$ cat src/rtl/wfg_wb_master_if.sv
// ----------------------------------------------------------------------------
// wfg_wb_master_if
// Purpose : bundles the request/response handshake and the Wishbone classic
//           master bus of wfg_wb_master into one interface.
// Signals : req_*  - request channel (valid/ready, we, adr, dat, sel)
//           rsp_*  - response channel (valid/ready, dat, err)
//           wbm_*  - Wishbone classic master side (cyc, stb, we, adr, dat,
//                    sel out; dat, ack in)
//           busy_o - master is not idle
// Modports: master - the bus master block (wfg_wb_master)
//           slave  - everything around it (requester, Wishbone slave)
// ----------------------------------------------------------------------------
interface wfg_wb_master_if #(
    parameter int BUSW = 32
);
    // request channel
    logic                req_valid_i;
    logic                req_ready_o;
    logic                req_we_i;
    logic [BUSW-1:0]     req_adr_i;
    logic [BUSW-1:0]     req_dat_i;
    logic [BUSW/8-1:0]   req_sel_i;

    // response channel
    logic                rsp_valid_o;
    logic                rsp_ready_i;
    logic [BUSW-1:0]     rsp_dat_o;
    logic                rsp_err_o;

    // Wishbone classic master
    logic                wbm_cyc_o;
    logic                wbm_stb_o;
    logic                wbm_we_o;
    logic [BUSW-1:0]     wbm_adr_o;
    logic [BUSW-1:0]     wbm_dat_o;
    logic [BUSW/8-1:0]   wbm_sel_o;
    logic [BUSW-1:0]     wbm_dat_i;
    logic                wbm_ack_i;

    logic                busy_o;

    modport master (
        input  req_valid_i, req_we_i, req_adr_i, req_dat_i, req_sel_i,
        output req_ready_o,
        output rsp_valid_o, rsp_dat_o, rsp_err_o,
        input  rsp_ready_i,
        output wbm_cyc_o, wbm_stb_o, wbm_we_o, wbm_adr_o, wbm_dat_o, wbm_sel_o,
        input  wbm_dat_i, wbm_ack_i,
        output busy_o
    );

    modport slave (
        output req_valid_i, req_we_i, req_adr_i, req_dat_i, req_sel_i,
        input  req_ready_o,
        input  rsp_valid_o, rsp_dat_o, rsp_err_o,
        output rsp_ready_i,
        input  wbm_cyc_o, wbm_stb_o, wbm_we_o, wbm_adr_o, wbm_dat_o, wbm_sel_o,
        output wbm_dat_i, wbm_ack_i,
        input  busy_o
    );
endinterface

$ cat src/rtl/wfg_wb_master.sv
// ----------------------------------------------------------------------------
// wfg_wb_master
// Purpose : turns one valid/ready request into one Wishbone classic cycle and
//           returns the result on a valid/ready response channel. A cycle that
//           sees no ack within TIMEOUT stb cycles is terminated and reported
//           with rsp_err_o = 1.
// Params  : BUSW    - address/data width (byte selects are BUSW/8 wide)
//           TIMEOUT - max stb cycles waiting for ack, 1..255
// Ports   : wb_clk_i   - clock, rising edge
//           wb_rst_n_i - synchronous reset, active low
//           bus        - wfg_wb_master_if.master (request, response, Wishbone)
// ----------------------------------------------------------------------------
module wfg_wb_master #(
    parameter int BUSW    = 32,
    parameter int TIMEOUT = 255
) (
    input  logic                   wb_clk_i,
    input  logic                   wb_rst_n_i,
    wfg_wb_master_if.master        bus
);

    typedef enum logic [1:0] {
        IDLE = 2'd0,
        BUS  = 2'd1,
        RESP = 2'd2
    } state_t;

    // Counter value seen in the last allowed stb cycle: cycles are counted
    // from 0, so the TIMEOUT-th cycle holds TIMEOUT-1.
    localparam logic [7:0] W_TO_LAST = 8'(TIMEOUT - 1);

    state_t              r_state;
    logic [7:0]          r_cnt;
    logic                r_we;
    logic [BUSW-1:0]     r_adr;
    logic [BUSW-1:0]     r_dat;
    logic [BUSW/8-1:0]   r_sel;
    logic [BUSW-1:0]     r_rsp_dat;
    logic                r_rsp_err;

    always_ff @(posedge wb_clk_i) begin
        if (!wb_rst_n_i) begin
            r_state   <= IDLE;
            r_cnt     <= '0;
            r_we      <= 1'b0;
            r_adr     <= '0;
            r_dat     <= '0;
            r_sel     <= '0;
            r_rsp_dat <= '0;
            r_rsp_err <= 1'b0;
        end else begin
            case (r_state)
                IDLE: begin
                    // req_ready is 1 throughout IDLE, so valid alone accepts
                    if (bus.req_valid_i) begin
                        r_we    <= bus.req_we_i;
                        r_adr   <= bus.req_adr_i;
                        r_dat   <= bus.req_dat_i;
                        r_sel   <= bus.req_sel_i;
                        r_cnt   <= '0;
                        r_state <= BUS;
                    end
                end
                BUS: begin
                    // ack is checked first so it wins over a coincident timeout
                    if (bus.wbm_ack_i) begin
                        r_rsp_err <= 1'b0;
                        r_rsp_dat <= r_we ? '0 : bus.wbm_dat_i;
                        r_state   <= RESP;
                    end else if (r_cnt == W_TO_LAST) begin
                        r_rsp_err <= 1'b1;
                        r_rsp_dat <= '0;
                        r_state   <= RESP;
                    end else begin
                        r_cnt <= r_cnt + 8'd1;
                    end
                end
                RESP: begin
                    // going straight to IDLE keeps req_ready low on the
                    // handshake edge, so no request is taken in that cycle
                    if (bus.rsp_ready_i) begin
                        r_state <= IDLE;
                    end
                end
                default: r_state <= IDLE;
            endcase
        end
    end

    // Handshake and bus controls are pure state decodes.
    assign bus.req_ready_o = (r_state == IDLE);
    assign bus.rsp_valid_o = (r_state == RESP);
    assign bus.wbm_cyc_o   = (r_state == BUS);
    assign bus.wbm_stb_o   = (r_state == BUS);
    assign bus.busy_o      = (r_state != IDLE);

    assign bus.wbm_we_o    = r_we;
    assign bus.wbm_adr_o   = r_adr;
    assign bus.wbm_dat_o   = r_dat;
    assign bus.wbm_sel_o   = r_sel;
    assign bus.rsp_dat_o   = r_rsp_dat;
    assign bus.rsp_err_o   = r_rsp_err;

endmodule

$ cat src/flat_wrapper.sv
// flat-port wrapper written by rule: the top's interface ports become plain ports
module wfg_wb_master_flat 
#(
    parameter int BUSW    = 32,
    parameter int TIMEOUT = 255
)
  (wb_clk_i, wb_rst_n_i, bus_req_valid_i, bus_req_we_i, bus_req_adr_i, bus_req_dat_i, bus_req_sel_i, bus_req_ready_o, bus_rsp_valid_o, bus_rsp_dat_o, bus_rsp_err_o, bus_rsp_ready_i, bus_wbm_cyc_o, bus_wbm_stb_o, bus_wbm_we_o, bus_wbm_adr_o, bus_wbm_dat_o, bus_wbm_sel_o, bus_wbm_dat_i, bus_wbm_ack_i, bus_busy_o);
  wfg_wb_master_if #(.BUSW(BUSW)) bus_i ();
  input  logic wb_clk_i;
  input  logic wb_rst_n_i;
  input wire logic [$bits(bus_i.req_valid_i)-1:0] bus_req_valid_i;
  input wire logic [$bits(bus_i.req_we_i)-1:0] bus_req_we_i;
  input wire logic [$bits(bus_i.req_adr_i)-1:0] bus_req_adr_i;
  input wire logic [$bits(bus_i.req_dat_i)-1:0] bus_req_dat_i;
  input wire logic [$bits(bus_i.req_sel_i)-1:0] bus_req_sel_i;
  output wire logic [$bits(bus_i.req_ready_o)-1:0] bus_req_ready_o;
  output wire logic [$bits(bus_i.rsp_valid_o)-1:0] bus_rsp_valid_o;
  output wire logic [$bits(bus_i.rsp_dat_o)-1:0] bus_rsp_dat_o;
  output wire logic [$bits(bus_i.rsp_err_o)-1:0] bus_rsp_err_o;
  input wire logic [$bits(bus_i.rsp_ready_i)-1:0] bus_rsp_ready_i;
  output wire logic [$bits(bus_i.wbm_cyc_o)-1:0] bus_wbm_cyc_o;
  output wire logic [$bits(bus_i.wbm_stb_o)-1:0] bus_wbm_stb_o;
  output wire logic [$bits(bus_i.wbm_we_o)-1:0] bus_wbm_we_o;
  output wire logic [$bits(bus_i.wbm_adr_o)-1:0] bus_wbm_adr_o;
  output wire logic [$bits(bus_i.wbm_dat_o)-1:0] bus_wbm_dat_o;
  output wire logic [$bits(bus_i.wbm_sel_o)-1:0] bus_wbm_sel_o;
  input wire logic [$bits(bus_i.wbm_dat_i)-1:0] bus_wbm_dat_i;
  input wire logic [$bits(bus_i.wbm_ack_i)-1:0] bus_wbm_ack_i;
  output wire logic [$bits(bus_i.busy_o)-1:0] bus_busy_o;
  assign bus_i.req_valid_i = bus_req_valid_i;
  assign bus_i.req_we_i = bus_req_we_i;
  assign bus_i.req_adr_i = bus_req_adr_i;
  assign bus_i.req_dat_i = bus_req_dat_i;
  assign bus_i.req_sel_i = bus_req_sel_i;
  assign bus_req_ready_o = bus_i.req_ready_o;
  assign bus_rsp_valid_o = bus_i.rsp_valid_o;
  assign bus_rsp_dat_o = bus_i.rsp_dat_o;
  assign bus_rsp_err_o = bus_i.rsp_err_o;
  assign bus_i.rsp_ready_i = bus_rsp_ready_i;
  assign bus_wbm_cyc_o = bus_i.wbm_cyc_o;
  assign bus_wbm_stb_o = bus_i.wbm_stb_o;
  assign bus_wbm_we_o = bus_i.wbm_we_o;
  assign bus_wbm_adr_o = bus_i.wbm_adr_o;
  assign bus_wbm_dat_o = bus_i.wbm_dat_o;
  assign bus_wbm_sel_o = bus_i.wbm_sel_o;
  assign bus_i.wbm_dat_i = bus_wbm_dat_i;
  assign bus_i.wbm_ack_i = bus_wbm_ack_i;
  assign bus_busy_o = bus_i.busy_o;
  wfg_wb_master #(.BUSW(BUSW), .TIMEOUT(TIMEOUT)) u_core (.wb_clk_i(wb_clk_i), .wb_rst_n_i(wb_rst_n_i), .bus(bus_i));
endmodule
$ cat config.mk
export PLATFORM = sky130hd
export DESIGN_NAME = wfg_wb_master_flat
export DESIGN_NICKNAME = d
export VERILOG_FILES = /design/src/rtl/wfg_wb_master_if.sv /design/src/rtl/wfg_wb_master.sv /design/src/flat_wrapper.sv
export SDC_FILE = /design/constraint.sdc
export NUM_CORES = 1
export LEC_CHECK = 0
export CAP_MARGIN = 20
export CORE_ASPECT_RATIO = 1.25
export CORE_MARGIN = 3
export CORE_UTILIZATION = 42
export CTS_CLUSTER_DIAMETER = 60
export DETAILED_ROUTE_END_ITERATION = 12
export GPL_TIMING_DRIVEN = 0
export PLACE_DENSITY = 0.85
export SLEW_MARGIN = 30
export SYNTH_ARGS = -nofsm -noshare
export SYNTH_HDL_FRONTEND = slang
export SYNTH_SLANG_ARGS = --single-unit
$ cat constraint.sdc
create_clock -name wb_clk_i -period 4.82 [get_ports wb_clk_i]
set_clock_uncertainty 0.1 [all_clocks]
set_input_delay 0.482 -clock wb_clk_i [delete_from_list [all_inputs] [get_ports wb_clk_i]]
set_output_delay 0.482 -clock wb_clk_i [all_outputs]
set_load 0.01 [all_outputs]
==> results of run 1 <==
-- cells in the mapped netlist, types with 3 or more instances --
| cell type | count |
|---|---|
| nand3_1 | 8 |
| a31oi_1 | 5 |
| inv_1 | 4 |
| o21ai_0 | 36 |
| clkbuf_1 | 32 |
| nand2_1 | 179 |
| buf_1 | 4 |
| nor2_1 | 6 |
| a21oi_1 | 108 |
| dfxtp_1 | 112 |
| buf_2 | 3 |
-- sequential cells by signal (all words and copies together) (netlist names) --
register / count
u_core.bus.rsp_err_o: 1
u_core.bus.rsp_dat_o: 32
u_core.bus.wbm_adr_o: 32
u_core.bus.wbm_dat_o: 32
u_core.bus.wbm_we_o: 1
u_core.r_cnt: 8
u_core.r_state: 2
u_core.bus.wbm_sel_o: 4
-- tightest hold or removal path: stages, from the launching register on --
cell and delay (ps):
dfxtp_1 310, nand2_1 50, a21oi_1 50
-- power by group through the flow --
stage | Sequential [mW] | Combinational, mW | Clock (mW)
3_5_place_dp | 1.02 | 0.367 | 0
2_1_floorplan | 1.04 | 0.118 | 0
3_3_place_gp | 1.02 | 0.359 | 0
4_1_cts | 1.00 | 0.369 | 0.704
6_report | 1.00 | 0.367 | 0.688
5_1_grt | 1.00 | 0.398 | 0.744
-- layout by cell type, fill, tap and decap left out, drive strengths merged, types with 5 or more instances in the layout --
cell           synthesis  final
a31oi                  5      5
nand2                179    179
buf                   10     10
a21oi                108    108
clkdlybuf4s50          0    211
nand3                  8      8
o21ai                 36     36
dfxtp                112    112
clkbuf                32     45
nor2                   6      6
inv                    5      6
-- cell type report --
cell class              count  share of cell area [%]
plain buffers              42                    2.72
clock inverters             2                   0.208
repair buffers            211                    31.9
flip-flops and latches    112                    33.8
multi-input cells         364                    24.8
well taps                 123                    2.32
inverters                   5                   0.283
clock buffers              13                    3.93
-- cells by family (layout without fill, tap and decap cells) --
group                      Yosys count  after routing
and+or+nand+nor                    209            209
DFF                                112            112
buffers and inverters               47            273
adders and majority gates            2              2
AOI/OAI and AO/OA                  153            153
-- metal layers --
metal / track usage, % / part of all wire (%) / vias up
met1: 24.2 / 37 / 2004
met3: 6.38 / 8.0 / 20
met5: 0 / 0 / -
li1: - / - / 2164
met4: 11.8 / 2.5 / 0
met2: 42.4 / 52 / 167
-- worst paths after layout --
check / to / cells after the start / startpoint / slack (ps)
worst min register to register: u_core.bus.wbm_dat_o[9] / 2 / u_core.bus.wbm_dat_o[9] / 350
worst min-delay path: u_core.bus.wbm_dat_o[9] / 2 / u_core.bus.wbm_dat_o[9] / 350
worst max register to register: u_core.bus.rsp_dat_o[9] / 7 / u_core.r_cnt[0] / 2650
worst max-delay path: bus_wbm_stb_o / 5 / u_core.r_state[1] / 2120
-- metrics by stage --
step | std cells | utilization [%] | power [mW] | hold slack, ps | area, um2
6_report | 872 | 71.1 | 2.05 | 354 | 6630
5_1_grt | 872 | 71.1 | 2.15 | 368 | 6630
4_1_cts | 872 | 71.1 | 2.07 | 358 | 6630
3_5_place_dp | 857 | 68.2 | 1.39 | 348 | 6350
3_3_place_gp | 857 | 68.2 | 1.38 | 342 | 6350
2_1_floorplan | 523 | - | 1.16 | 370 | 4090
==> results.yml, run 1 <==
worst_setup_path:
  cp-end-kind: "output pin"
  worst-endpoint-arrival_ps: 2120
  path_cells: "nand2b_1 > clkbuf_1 > inv_1 > buf_4 > clkdlybuf4s50_1"
  crit_type: "flop to output pin"
  cp_top_family: "buffers and inverters"
  cp_max_fo: 10
  critPathBufInv: 4
  cp-start-kind: "flop"
  cp_slowest_cell: "clkdlybuf4s50_1"
  cpPeakStageDelay_ps: 460
  critPathRequiredTime_ps: 4240
route:
  vias: 4355
  wl_mm: 13.0
  dr.pass1.iters: 4
  drt-initial-drc-count: 236
  ant_nets: 0
  wl_per_cell_um: 15.0
  vias_per_cell: 4.99
  drc: 0
timing:
  timing.final.max_slew_violations: 0
  setup_slack_ps: 2120
  fin_crit_ps: 2700
  finalCritPeriodShare_pct: 56.1
  setup_viol: 0
  hold_viol_final: 0
  relSlewSlack_pct: 54.2
  rsz0062_at_grt: "no"
  timing.fmax_ghz: 0.370
  tns_ps: 0
  worst_pin_slew_ps: 683
floorplan:
  dieHeight_um: 116
  start_util_pct: 43.9
  die_x_um: 94.2
  fp.coreArea_mm2: 0.00932
  rows: 39
  io_pins: 213
  dieArea_mm2: 0.0110
power_and_ir_drop:
  p_switching_mw: 0.504
  switching_share_pct: 24.5
  pwr-share-seq_pct: 48.7
  p_per_area_mw_per_mm2: 310
  power_frac_comb_pct: 17.9
  internal_power_mw: 1.55
  pwr-share-clk_pct: 33.5
  p_leak_nw: 2.39
  ir_worst_vdd_mv: 0.202
synthesis:
  synth_top_family_by_area: "simple AND/OR/NAND/NOR gates"
  syn_inst: 523
  synth-seq-area-share_pct: 54.9
  synth-edff-count: 0
  synthMuxAreaShare_pct: 0
  synth-main-ff-cell: "dfxtp_1"
  synth_compound_area_share_pct: 19.1
  async_flop_share_pct: 0
  yosys.area_share.adder_pct: 0.612
  synth_fp_nets: 631
  netlist.area_leader.share_pct: 54.9
  synth_simple_gate_area_share_pct: 20.5
  ys_types: 31
  yosysTopAreaCell: "dfxtp_1"
  synth-xor-area-share_pct: 0
  syn-cell-area_mm2: 0.00409
  ys_ff_latch: 112
  synth_warnings: 0
  syn-mean-instance-area_um2: 7.82
  synth_area_leaders: "dfxtp_1 (55%), nand2_1 (16%), a21oi_1 (13%)"
global_routing:
  grt_max_degree: 17
  grt_usage_pct: 23.2
  grt_first_pass_wirelength_mm: 20.2
  overflow: 0
  antenna_found_initial: 0
  grt_pass1_vias: 4304
clock_tree:
  post_cts_buffers: 0
  cts_resized: 0
  clkTransAtPathRegs_ps: 70
  postCtsHoldBufs: 0
  clockBufferDepth: 2
  cts_root_buf: "clkbuf_16"
  cts_buffers: 9
  numClockSinks: 112
  clock_latency_ps: 340
  cts_tree: "done"
  cts_max_level: 3
layout:
  n_antenna_cell: 0
  layout-drive-gt1-share_pct: 2.80
  fillers: 715
  multi_input_area_mm2: 0.00165
  nets: 853
  syn_to_final_growth_pct: 62.1
  register_area_mm2: 0.00224
job:
  max_cap_violations: 0
place:
  portBuffers: 211
  dp_slack_ps: 2390
  place_congestion: 0.808
  hpwl_mm: 9.93
hold_path:
  hold_path_class: "flop to flop"
status:
  status: "complete, no violations"
(Power assumes the default switching activity.)
==> run 2, diff against run 1 <==
--- a/config.mk
+++ b/config.mk
@@ -8,11 +8,11 @@
 export CAP_MARGIN = 20
 export CORE_ASPECT_RATIO = 1.25
 export CORE_MARGIN = 3
-export CORE_UTILIZATION = 42
+export CORE_UTILIZATION = 39
 export CTS_CLUSTER_DIAMETER = 60
 export DETAILED_ROUTE_END_ITERATION = 12
 export GPL_TIMING_DRIVEN = 0
-export PLACE_DENSITY = 0.85
+export PLACE_DENSITY = 0.79
 export SLEW_MARGIN = 30
 export SYNTH_ARGS = -nofsm -noshare
 export SYNTH_HDL_FRONTEND = slang
==> constraint.sdc (replaced) <==
create_clock -name wb_clk_i -period 2.6 [get_ports wb_clk_i]
set_clock_uncertainty 0.1 [all_clocks]
set_input_delay 0.26 -clock wb_clk_i [delete_from_list [all_inputs] [get_ports wb_clk_i]]
set_output_delay 0.26 -clock wb_clk_i [all_outputs]
set_load 0.01 [all_outputs]
==> run 2 against run 1 <==
Net effect: sequential share of layout area fell by 0.051 points; non-clock buffer count is the same; cell count increased by 0.69%; die area grew 7.2%; global-route usage down 2.1 points; power rose by 86%; critical endpoint unchanged; largest power group unchanged; highest routed layer unchanged.
==> results.yml, run 2 (synthesized netlist as in run 1, its figures left out) <==
layout:
  syn_to_final_growth_pct: 62.4
  n_antenna_cell: 0
  nets: 853
  instances_no_fill: 878
  final_common_cell: "clkdlybuf4s50_1"
  layout-drive-gt1-share_pct: 2.94
  final_cell_mix: "clkdlybuf4s50_1 (211), nand2_1 (179), dfxtp_1 (112)"
hold_path:
  hold_path_class: "input pin to flop"
power_and_ir_drop:
  power_frac_comb_pct: 17.8
  p_leak_nw: 2.38
  switching_share_pct: 24.9
  p_switching_mw: 0.952
  internal_power_mw: 2.87
  pwr-share-seq_pct: 48.4
  p_per_area_mw_per_mm2: 576
  pwr-share-clk_pct: 33.8
  ir_worst_vdd_mv: 0.309
worst_setup_path:
  r2r_slack_ps: 470
  crit_type: "flop to output pin"
  cp-end-kind: "output pin"
  critPathRequiredTime_ps: 2240
  cpPeakStageDelay_ps: 520
  worst-endpoint-arrival_ps: 1990
  critPathBufInv: 4
  cp_max_fo: 10
  cp_slowest_cell: "clkdlybuf4s50_1"
  cp-start-kind: "flop"
  cp_top_family: "buffers and inverters"
  path_cells: "nand2b_1 > clkbuf_2 > inv_1 > buf_4 > clkdlybuf4s50_1"
floorplan:
  dieHeight_um: 120
  io_pins: 213
  fp.coreArea_mm2: 0.0102
  rows: 41
  dieArea_mm2: 0.0118
  die_x_um: 97.6
  start_util_pct: 40.2
clock_tree:
  cts_root_buf: "clkbuf_16"
  cts_tree: "done"
  clkTransAtPathRegs_ps: 70
  cts_buffers: 9
  numClockSinks: 112
  cts_max_level: 3
  clockBufferDepth: 2
  clock_latency_ps: 340
route:
  dr.pass1.iters: 4
  ant_nets: 0
  wl_per_cell_um: 14.5
  vias_per_cell: 4.97
  wl_mm: 12.8
  vias: 4363
  drc: 0
  drt-initial-drc-count: 190
global_routing:
  grt_max_degree: 17
  grt_pass1_vias: 4176
  grt_usage_pct: 21.1
  antenna_found_initial: 0
  overflow: 0
  grt_first_pass_wirelength_mm: 20.2
timing:
  hold_viol_final: 0
  timing.fmax_ghz: 0.425
  timing.final.max_slew_violations: 0
  worst_pin_slew_ps: 563
  finalCritPeriodShare_pct: 90.4
  relSlewSlack_pct: 62.2
  setup_viol: 0
  fin_crit_ps: 2350
  rsz0062_at_grt: "no"
  tns_ps: 0
status:
  status: "complete, no violations"
place:
  portBuffers: 211
  hpwl_mm: 9.80
  dp.cells: 863
  place_congestion: 0.836
job:
  max_cap_violations: 0
==> run 2: final timing paths <==
check                               start                  endpoint  cells after the start
setup / recovery        u_core.r_state[1]             bus_wbm_stb_o                      5
hold reg to reg   u_core.bus.wbm_adr_o[2]   u_core.bus.wbm_adr_o[2]                      2
setup reg to reg          u_core.r_cnt[0]  u_core.bus.rsp_dat_o[23]                      7
hold / removal                 wb_rst_n_i      u_core.bus.rsp_err_o                      3
==> run 2: worst min-delay path: cells and delay by family <==
kind / cells / cell delay, ps
buf+inv: 1 / 190
simple gates: 2 / 150
==> run 2: what timing repair did <==
item                       4_1_cts  5_1_grt
hold buffers                     0        0
setup buffers                    0        0
gates resized for setup          0        2
setup endpoints to repair        0        1
==> run 2: area by class of cell <==
cell class | instances | area (um2)
tap | 129 | 161
fill | 876 | 3520
clock inverter | 2 | 15.0
inverter | 5 | 18.8
timing repair buffer | 211 | 2110
multi-input combinational | 364 | 1650
buffer | 42 | 181
clock buffer | 13 | 260
sequential | 112 | 2240
==> run 2: power groups by stage <==
stage	Clock [mW]	Combinational (mW)	Sequential, mW
after floorplan	0	0.219	1.93
after global placement	0	0.667	1.89
after detailed placement	0	0.681	1.89
after CTS	1.31	0.685	1.85
after global routing	1.38	0.739	1.86
final	1.29	0.681	1.85
==> run 2: per-layer routing <==
layer / up-vias / GRT usage, % / share of wire [%]
li1: 2162 / - / -
met1: 2017 / 23.6 / 39
met2: 171 / 38.5 / 52
met3: 13 / 5.37 / 7.7
met4: 0 / 7.79 / 1.6
met5: - / 0 / 0
==> run 2: per-stage QoR <==
stage / setup WS [ps] / utilization (%) / total power, mW / hold WS, ps / instance area, um2
6_report: 249 / 65.3 / 3.83 / 195 / 6640
5_1_grt: 151 / 65.3 / 3.99 / 236 / 6640
4_1_cts: 62.3 / 65.3 / 3.85 / 181 / 6640
3_5_place_dp: 428 / 62.6 / 2.57 / 346 / 6360
3_3_place_gp: 459 / 62.6 / 2.55 / 342 / 6360
2_1_floorplan: 769 / - / 2.15 / 296 / 4090
